--- src/rtl/ysyx_25020037_icache_2way.sv ---
// ysyx_25020037_icache_2way
// Two-way set-associative instruction cache with multi-word lines, burst
// refill on miss, one LRU bit per set and an invalidate-all (fence.i) port.
//
// Ports:
//   clk, rst            clock, asynchronous active-high reset
//   cpu_req, cpu_addr   fetch request (level) and word-aligned address, taken in IDLE
//   cpu_data, cpu_ready one-cycle response pulse with the instruction word
//   cpu_hit             high with cpu_ready when the response came from a hit
//   flush, flush_done   invalidate-all request (level) and its one-cycle acknowledge
//   mem_req, mem_addr   burst read request with line-aligned base address
//   mem_len             beats-1 of the burst, driven while mem_req is high
//   mem_rvalid, mem_rdata  read beats from the instruction memory bus
//   hit_cnt, miss_cnt   free-running wrap-around performance counters
//
// Handshake: a request is accepted on any clock edge in IDLE with cpu_req high
// (flush has priority); the response is the single cycle with cpu_ready high.
// Refill beats are accepted on every edge in REFILL with mem_rvalid high.
module ysyx_25020037_icache_2way #(
    parameter int ADDR_WIDTH = 32,
    parameter int DATA_WIDTH = 32,
    parameter int SETS       = 8,
    parameter int LINE_WORDS = 4
) (
    input  logic                  clk,
    input  logic                  rst,
    input  logic                  cpu_req,
    input  logic [ADDR_WIDTH-1:0] cpu_addr,
    output logic [DATA_WIDTH-1:0] cpu_data,
    output logic                  cpu_ready,
    output logic                  cpu_hit,
    input  logic                  flush,
    output logic                  flush_done,
    output logic                  mem_req,
    output logic [ADDR_WIDTH-1:0] mem_addr,
    output logic [7:0]            mem_len,
    input  logic                  mem_rvalid,
    input  logic [DATA_WIDTH-1:0] mem_rdata,
    output logic [31:0]           hit_cnt,
    output logic [31:0]           miss_cnt
);
    localparam int BOFF = $clog2(DATA_WIDTH / 8);
    localparam int WOFF = $clog2(LINE_WORDS);
    localparam int OFF  = BOFF + WOFF;
    localparam int IDX  = $clog2(SETS);
    localparam int TAG  = ADDR_WIDTH - IDX - OFF;

    typedef enum logic [1:0] {IDLE, LOOKUP, REFILL, RESP} state_t;

    state_t                state;
    logic [ADDR_WIDTH-1:0] req_addr;
    logic [TAG-1:0]        tag_q   [2][SETS];
    logic [1:0]            valid_q [SETS];
    logic [SETS-1:0]       lru_q;            // way to evict next, per set
    logic [DATA_WIDTH-1:0] data_q  [2][SETS][LINE_WORDS];
    logic [WOFF-1:0]       beat_cnt;
    logic                  victim;
    logic [DATA_WIDTH-1:0] fill_word;        // requested word seen during refill

    logic [TAG-1:0]        req_tag;
    logic [IDX-1:0]        req_idx;
    logic [WOFF-1:0]       req_off;
    logic                  hit0;
    logic                  hit1;
    logic [DATA_WIDTH-1:0] hit_word;
    logic                  pick_victim;
    logic                  last_beat;
    logic                  unused_bits;

    assign req_tag   = req_addr[ADDR_WIDTH-1 -: TAG];
    assign req_idx   = req_addr[OFF +: IDX];
    assign req_off   = req_addr[BOFF +: WOFF];
    assign last_beat = (beat_cnt == WOFF'(LINE_WORDS - 1));
    // Fetch addresses are word-aligned, so the byte-offset bits carry nothing.
    assign unused_bits = ^req_addr[BOFF-1:0];

    // Burst length is only meaningful alongside mem_req; idle bus reads as zero.
    assign mem_len = mem_req ? 8'(LINE_WORDS - 1) : 8'd0;

    always_comb begin
        hit0        = valid_q[req_idx][0] && (tag_q[0][req_idx] == req_tag);
        hit1        = valid_q[req_idx][1] && (tag_q[1][req_idx] == req_tag);
        hit_word    = hit1 ? data_q[1][req_idx][req_off] : data_q[0][req_idx][req_off];
        // Fill an empty way first (way0 before way1), otherwise evict the LRU way.
        pick_victim = 1'b0;
        if (!valid_q[req_idx][0])
            pick_victim = 1'b0;
        else if (!valid_q[req_idx][1])
            pick_victim = 1'b1;
        else
            pick_victim = lru_q[req_idx];
    end

    // Line data needs no reset: a line is unreachable until its valid bit is set.
    always_ff @(posedge clk) begin
        if (state == REFILL && mem_rvalid)
            data_q[victim][req_idx][beat_cnt] <= mem_rdata;
    end

    always_ff @(posedge clk or posedge rst) begin
        if (rst) begin
            state      <= IDLE;
            req_addr   <= '0;
            lru_q      <= '0;
            beat_cnt   <= '0;
            victim     <= 1'b0;
            fill_word  <= '0;
            cpu_data   <= '0;
            cpu_ready  <= 1'b0;
            cpu_hit    <= 1'b0;
            flush_done <= 1'b0;
            mem_req    <= 1'b0;
            mem_addr   <= '0;
            hit_cnt    <= '0;
            miss_cnt   <= '0;
            for (int s = 0; s < SETS; s++) begin
                valid_q[s]  <= 2'b00;
                tag_q[0][s] <= '0;
                tag_q[1][s] <= '0;
            end
        end else begin
            flush_done <= 1'b0;
            case (state)
                IDLE: begin
                    if (flush) begin
                        for (int s = 0; s < SETS; s++)
                            valid_q[s] <= 2'b00;
                        lru_q      <= '0;
                        flush_done <= 1'b1;
                    end else if (cpu_req) begin
                        req_addr <= cpu_addr;
                        state    <= LOOKUP;
                    end
                end
                LOOKUP: begin
                    if (hit0 || hit1) begin
                        cpu_data        <= hit_word;
                        cpu_ready       <= 1'b1;
                        cpu_hit         <= 1'b1;
                        // Evict the way that was not just used.
                        lru_q[req_idx]  <= hit0;
                        hit_cnt         <= hit_cnt + 32'd1;
                        state           <= RESP;
                    end else begin
                        miss_cnt <= miss_cnt + 32'd1;
                        victim   <= pick_victim;
                        beat_cnt <= '0;
                        mem_req  <= 1'b1;
                        mem_addr <= {req_addr[ADDR_WIDTH-1:OFF], {OFF{1'b0}}};
                        state    <= REFILL;
                    end
                end
                REFILL: begin
                    if (mem_rvalid) begin
                        beat_cnt <= beat_cnt + 1'b1;
                        if (beat_cnt == req_off)
                            fill_word <= mem_rdata;
                        if (last_beat) begin
                            // The line becomes valid only once every word is in.
                            tag_q[victim][req_idx]   <= req_tag;
                            valid_q[req_idx][victim] <= 1'b1;
                            lru_q[req_idx]           <= ~victim;
                            mem_req                  <= 1'b0;
                            mem_addr                 <= '0;
                            cpu_data  <= (beat_cnt == req_off) ? mem_rdata : fill_word;
                            cpu_ready <= 1'b1;
                            cpu_hit   <= 1'b0;
                            state     <= RESP;
                        end
                    end
                end
                RESP: begin
                    cpu_data  <= '0;
                    cpu_ready <= 1'b0;
                    cpu_hit   <= 1'b0;
                    state     <= IDLE;
                end
                default: state <= IDLE;
            endcase
        end
    end
endmodule

--- config.mk ---
export PLATFORM = sky130hd
export DESIGN_NAME = ysyx_25020037_icache_2way
export DESIGN_NICKNAME = d
export VERILOG_FILES = /design/src/rtl/ysyx_25020037_icache_2way.sv
export SDC_FILE = /design/constraint.sdc
export NUM_CORES = 2
export LEC_CHECK = 0
export CORE_MARGIN = 1
export CORE_UTILIZATION = 38
export CTS_CLUSTER_SIZE = 40
export DETAILED_ROUTE_END_ITERATION = 10
export DONT_BUFFER_PORTS = 1
export GPL_ROUTABILITY_DRIVEN = 0
export HOLD_SLACK_MARGIN = 0.06
export SETUP_SLACK_MARGIN = 0.4
export SYNTH_ARGS = -nofsm -noshare
export SYNTH_HDL_FRONTEND = slang
export SYNTH_SLANG_ARGS = --single-unit
--- constraint.sdc ---
create_clock -name clk -period 42.4 [get_ports clk]
set_input_delay 4.24 -clock clk [delete_from_list [all_inputs] [get_ports clk]]
set_output_delay 4.24 -clock clk [all_outputs]
set_load 0.02 [all_outputs]
### After elaboration in Yosys (flattened, before gate mapping)

Memory sizes are Yosys's and may differ from the RTL's.
Cells that the tools add are included.
Widths: inputs -> output; s select.

| operators by class | value |
|---|---|
| $add $sub $neg | 3 |
| $mul | 0 |
| divide/modulo/power cells | 0 |
| order comparisons | 11 |
| eq/ne operators | 14 |
| shift operators | 0 |
| multiplexer cells | 84 |
| bitwise gates (word level) | 8 |
| reduce and logical (&&, ||, !) cells | 25 |

Operator list:

| operator | count |
|---|---|
| $mux 1024 | 1 |
| $bmux 128 s3 | 2 |
| $mux 128 | 5 |
| $mux 32 | 13 |
| $bwmux 400 | 1 |
| $demux 128 s3 | 1 |
| $demux 200 s1 | 1 |
| $mux 200 | 1 |
| $bmux 25 s3 | 2 |
| $bmux 32 s2 | 2 |
| $mux 25 | 5 |
| $pmux 32 s3 | 1 |
| $demux 25 s3 | 1 |
| $add 32x1->32 const B | 2 |
| $demux 32 s2 | 1 |
| $pmux 32 s2 | 1 |
| $eq 25x25->1 | 2 |
| $mux 16 | 3 |
| $mux 8 | 4 |
| $pmux 16 s2 | 1 |
| $pmux 8 s3 | 1 |
| $mux 2 | 10 |
| $bwmux 8 | 2 |
| $or 16x16->16 | 1 |
| 38 further kinds | 81 |

| storage, ports and cells | value |
|---|---|
| bits in registers | 625 |
| bits in latches | 0 |
| RAM bits | 2048 |
| bits in read-only memories | 0 |
| memories kept | 1 |

Memory list:

| memory | words | width | rd ports | clocked after Yosys merged registers in | write ports | line | source |
|---|---|---|---|---|---|---|---|
| data_q | 2 | 1024 | 2 | 0 | 1 | 55 | `logic [DATA_WIDTH-1:0] data_q [2][SETS][LINE_WORDS];` |

### Depth between registers and ports, before layout

| logic depth | value |
|---|---|
| depth after elaboration | 10 |
| gate-level depth with buffers | 19 |
| gate-level depth less buffers | 9 |

### Worst setup path before layout

Ideal clock, no wire load.

| timing | value |
|---|---|
| path kind | input-to-reg |
| start | input mem_rvalid |
| end | memory data_q[0][544] in the netlist's numbering, enable pin |
| setup time | 461 ps |
| data arrival time | 7124 ps |
| data required time | 41939 ps |
| slack | 34815 ps |
| stages | 5 |
| buffers on the path | 2 |
| path through | and2_1 > clkbuf_1 > nand2_1 > clkbuf_1 > nor3_1 |

| between the ends | value |
|---|---|
| cells in the longest elaborated chain, start to end | 3 |

Ends and longest elaborated chain:

| item | line | source |
|---|---|---|
| from (decl) | 37 | `input logic mem_rvalid,` |
| $logic_and 1x1->1 | 96 | `if (state == REFILL && mem_rvalid)` |
| $mux 1 | 96 |  |
| $mux 1024 (implied by the code) | 97 | `data_q[victim][req_idx][beat_cnt] <= mem_rdata;` |
| to (decl) | 55 |  |

Every way passes these cells.

### Worst setup path in the final report

| timing | value |
|---|---|
| start | register req_addr[4] |
| end | register cpu_data[18] |

| between the ends | value |
|---|---|
| cells in the longest elaborated chain, start to end | 10 |
| elaborated cells between the ends (all ways) | 32 |
| classes of those cells | 3 x eq/ne; 24 x mux; 1 x bitwise; 4 x reduce/logical |

Ends and longest elaborated chain:

| item | line | source |
|---|---|---|
| from (decl) | 51 | `logic [ADDR_WIDTH-1:0] req_addr;` |
| from (signal assigned) | 131 | `req_addr <= cpu_addr;` |
| $not 3->4 (implied by the code) * | 81, 82, 83 |  |
| $bmux 128 s3 | 83 | `hit_word = hit1 ? data_q[1][req_idx][req_off] : data_q[0][req_idx][req_off];` |
| $mux 128 (implied by the code) (2 in series) | 83 |  |
| $bmux 32 s2 | 83 |  |
| $mux 32 (implied by the code) (2 in series) | 83 |  |
| $mux 32 | 83 |  |
| $mux 32 | 136 | `if (hit0 \|\| hit1) begin` |
| $pmux 32 s3 | 123 | `case (state)` |
| to (signal assigned) | 137 | `cpu_data <= hit_word;` |
| to (signal assigned) | 165 | `cpu_data <= (beat_cnt == req_off) ? mem_rdata : fill_word;` |
| to (decl) | 29 | `output logic [DATA_WIDTH-1:0] cpu_data,` |

Every way passes the cells marked *; elsewhere a longest branch is shown, timed or not. The select of a mux whose other input is x is not followed.
A chain may end at the register's enable or synchronous reset.

==> reports/qor.yml <==
critical_path:
  cp.buffers_inverters: 4
  cp_slowest_cell: "sky130_fd_sc_hd__buf_4"
  r2r_start: "req_addr[4]"
  cp_cell_sequence: "buf_4 > buf_4 > buf_4 > mux4_2 > mux2i_2 > xnor2_1 > or3_1 > nor4_1 > and4_1 > o31ai_2 > nor2_4 > buf_4 > mux2_2"
  endpoint_of_the_worst_slack_reg_to_reg_timing_path: "cpu_data[18]"
  setup.worst_path.end_class: "flop"
  cp_max_fo: 55
  ff2ff_path_depth: 13
  timing.critical_path.mode_cell: "sky130_fd_sc_hd__buf_4"
  worst_case_register_to_register_setup_slack_ns: 35.07
  cp_top_family: "buffers and inverters"
  kind_of_start_point_of_the_critical_path: "flop"
  arrival_ns: 8.03
  critPathKind: "flop to flop"
  crit_path_max_incr_delay_ns: 0.84
  critPathRequiredTime_ns: 43.11
global_route:
  number_of_global_route_vias_before_repair: 63100
  antenna_found_initial: 5
  grt_first_pass_wirelength_mm: 479
  grt_use_total_pct: 23.3
  grt_start_max_net_pins: 175
  grt_overflow: 0
timing:
  worst_pin_slew_ns: 1.42
  clock-skew-final_ns: 0.0730
  timing.fmax_mhz: 136
  timing.final.crit_period_ns: 7.33
  maxSlewHeadroom_pct: 4.19
  setup_repair_after_global_routing_missed_its_margin: "no"
  timing.final.max_slew_violations: 0
  fin_crit_sh_pct: 17.3
  setup_viol_count_final: 0
  finalHoldViolCount: 0
  setup_total_negative_slack_ns: 0
pwr:
  power_leakage_nw: 42.9
  power-per-cell-area_mw_per_mm2: 67.2
  power_mw: 8.18
  max-vdd-ir-drop_uv: 45.8
finish:
  commonest_non_fill_non_tap_cell_in_the_layout: "sky130_fd_sc_hd__edfxtp_1"
  layout-drive-gt1-share_pct: 23.6
  layoutNonFillerInstCount: 10600
  fin_nets: 6709
  fill_cells: 24800
  mostFrequentLayoutCells: "2048 x sky130_fd_sc_hd__edfxtp_1, 743 x sky130_fd_sc_hd__mux2_2, 613 x sky130_fd_sc_hd__dfrtp_1"
  syn_to_final_growth_pct: 12.3
floorplan:
  chipHeight_um: 536
  floorplan.die.width_um: 536
  rows: 195
  num_io_pins: 209
  fp.dieArea_mm2: 0.287
  core_area_mm2: 0.283
  floorplan.initialDensity_pct: 38.3
synthesis:
  synth-main-ff-cell: "sky130_fd_sc_hd__edfxtp_1"
  netlist-cell-type-count: 98
  async_flop_share_pct: 23.2
  synthesis.area_mm2: 0.108
  synthesis.area_per_instance_um2: 16.3
  synth.ff_latch_count: 2667
  synth-edff-count: 2048
  post_synth_inst_count: 6640
  proportion_of_synthesized_chip_area_in_sequential_cells_pct: 71.1
  ys_warn_count: 0
route:
  drt_iter0_drc: 7261
  detail_route.wirelength_mm: 341
  routed-via-count: 64200
  vias_per_cell: 6.05
  wire_per_inst_um: 32.1
  final_routed_drc_violation_total: 0
  antenna_violating_nets_post_route: 0
  drt_first_pass_iters: 5
clocking:
  clk_pin_slew_ns: 0.06
  clock_tree.htree_level_count: 5
  numCtsBuffers: 283
  clk_latency_ns: 0.89
  cts_hold_buffers: 0
  cts.path.max_buffers: 4
  post_cts_resize_count: 0
  cts_setup_buffers: 0
  numClockSinks: 2667
  clk_root_buffer_cell: "sky130_fd_sc_hd__clkbuf_16"
  cts_tree: "built"
outcome:
  run_status: "finished clean"
placement:
  port_buffers: 0
  place_hpwl_mm: 183
  numPlacedInstances: 10100
hold_path:
  worstHoldStart: "valid_q[7]"
  min_path_cells: 2
  hp-class: "flop to flop"
  min_to: "valid_q[7]"
job:
  drv.max_cap_violation_count: 0
## Yosys cell counts, drive strengths merged, types with 20 or more instances
cell type | count | area [um2]
xnor2 | 41 | 359
nand4 | 29 | 181
o21ai | 202 | 1010
a221o | 79 | 791
a211oi | 36 | 270
nor4 | 24 | 156
edfxtp | 2048 | 61500
o22ai | 46 | 294
buf | 261 | 1620
o2111ai | 23 | 208
a31oi | 31 | 194
mux2 | 764 | 8610
mux2i | 325 | 3260
mux4 | 131 | 2950
a22o | 52 | 455
inv | 34 | 128
nor2 | 264 | 1030
nand3 | 56 | 280
dfrtp | 619 | 15500
o211ai | 54 | 405
and2 | 20 | 125
xor2 | 37 | 324
nor3 | 72 | 385
a22oi | 170 | 1280
a221oi | 148 | 1300
nand2 | 280 | 1060
a21oi | 283 | 1420
clkbuf | 235 | 882
## cells by family after synthesis
| family | Yosys count | share of synthesized area, % |
|---|---|---|
| adders and majority gates | 10 | 0.115 |
| DFF | 2667 | 71.1 |
| AOI/OAI and AO/OA | 1287 | 8.39 |
| other | 1 | 0.00346 |
| and+or+nand+nor | 846 | 3.69 |
| xor gates and xnor gates | 78 | 0.631 |
| buffers and inverters | 531 | 2.43 |
| muxes | 1220 | 13.7 |
## registers in the layout (all words and copies together), names as in the netlist, 16 cells and up
register,cells
cpu_data,32
hit_cnt,32
fill_word,32
tag_q,400
mem_addr,28
miss_cnt,32
data_q,2048
req_addr,30
valid_q,16
## routing by layer
layer	global-route usage (%)	vias up	wire length, um
met5	0	-	0
met4	8.13	0	12600
met3	4.45	657	31700
met2	37.9	3262	162000
met1	31.2	34100	135000
li1	-	26100	-
## power breakdown
part / internal (mW) / total, mW / switching [mW]
clock: 1.39 / 2.42 / 1.03
sequential: 2.91 / 3.10 / 0.187
combinational: 0.863 / 2.66 / 1.80
## worst min-delay path, stage by stage (launching register included)
cell	delay (ns)
sky130_fd_sc_hd__dfrtp_1	0.34
sky130_fd_sc_hd__a31oi_1	0.04
sky130_fd_sc_hd__nor2_1	0.07
## metrics by stage
stage | instance area, um2 | worst slack (ns) | utilization (%) | hold WS, ns
6_report | 122000 | 35.07 | 43.0 | 0.496
5_1_grt | 122000 | 34.84 | 43.0 | 0.509
4_1_cts | 122000 | 35.11 | 43.0 | 0.496
3_5_place_dp | 113000 | 34.75 | 39.9 | 0.481
3_3_place_gp | 113000 | 34.77 | 39.9 | 0.471
2_1_floorplan | 108000 | 20.83 | - | 0.457
## final cells by class
class / count / area (um2) / share of cell area (%)
repair buffers: 192 / 1580 / 1.30
diodes: 13 / 32.5 / 0.0267
clock buffers: 369 / 7720 / 6.35
inverters: 35 / 148 / 0.121
flip-flops and latches: 2667 / 77000 / 63.3
multi-input cells: 3451 / 29300 / 24.1
well taps: 3743 / 4680 / 3.85
clock inverters: 135 / 1190 / 0.976
## worst max-delay path by stage
stage                   endpoint  slack [ns]  cells after the start   startpoint
floorplan            beat_cnt[0]       20.83                      1          rst
global placement      tag_q[164]       34.77                      5   mem_rvalid
detailed placement    tag_q[156]       34.75                      5   mem_rvalid
CTS                 cpu_data[23]       35.11                     13  req_addr[4]
global route            lru_q[5]       34.84                     12  req_addr[4]
finish              cpu_data[18]       35.07                     13  req_addr[4]
Power figures use the tool's default switching activity.
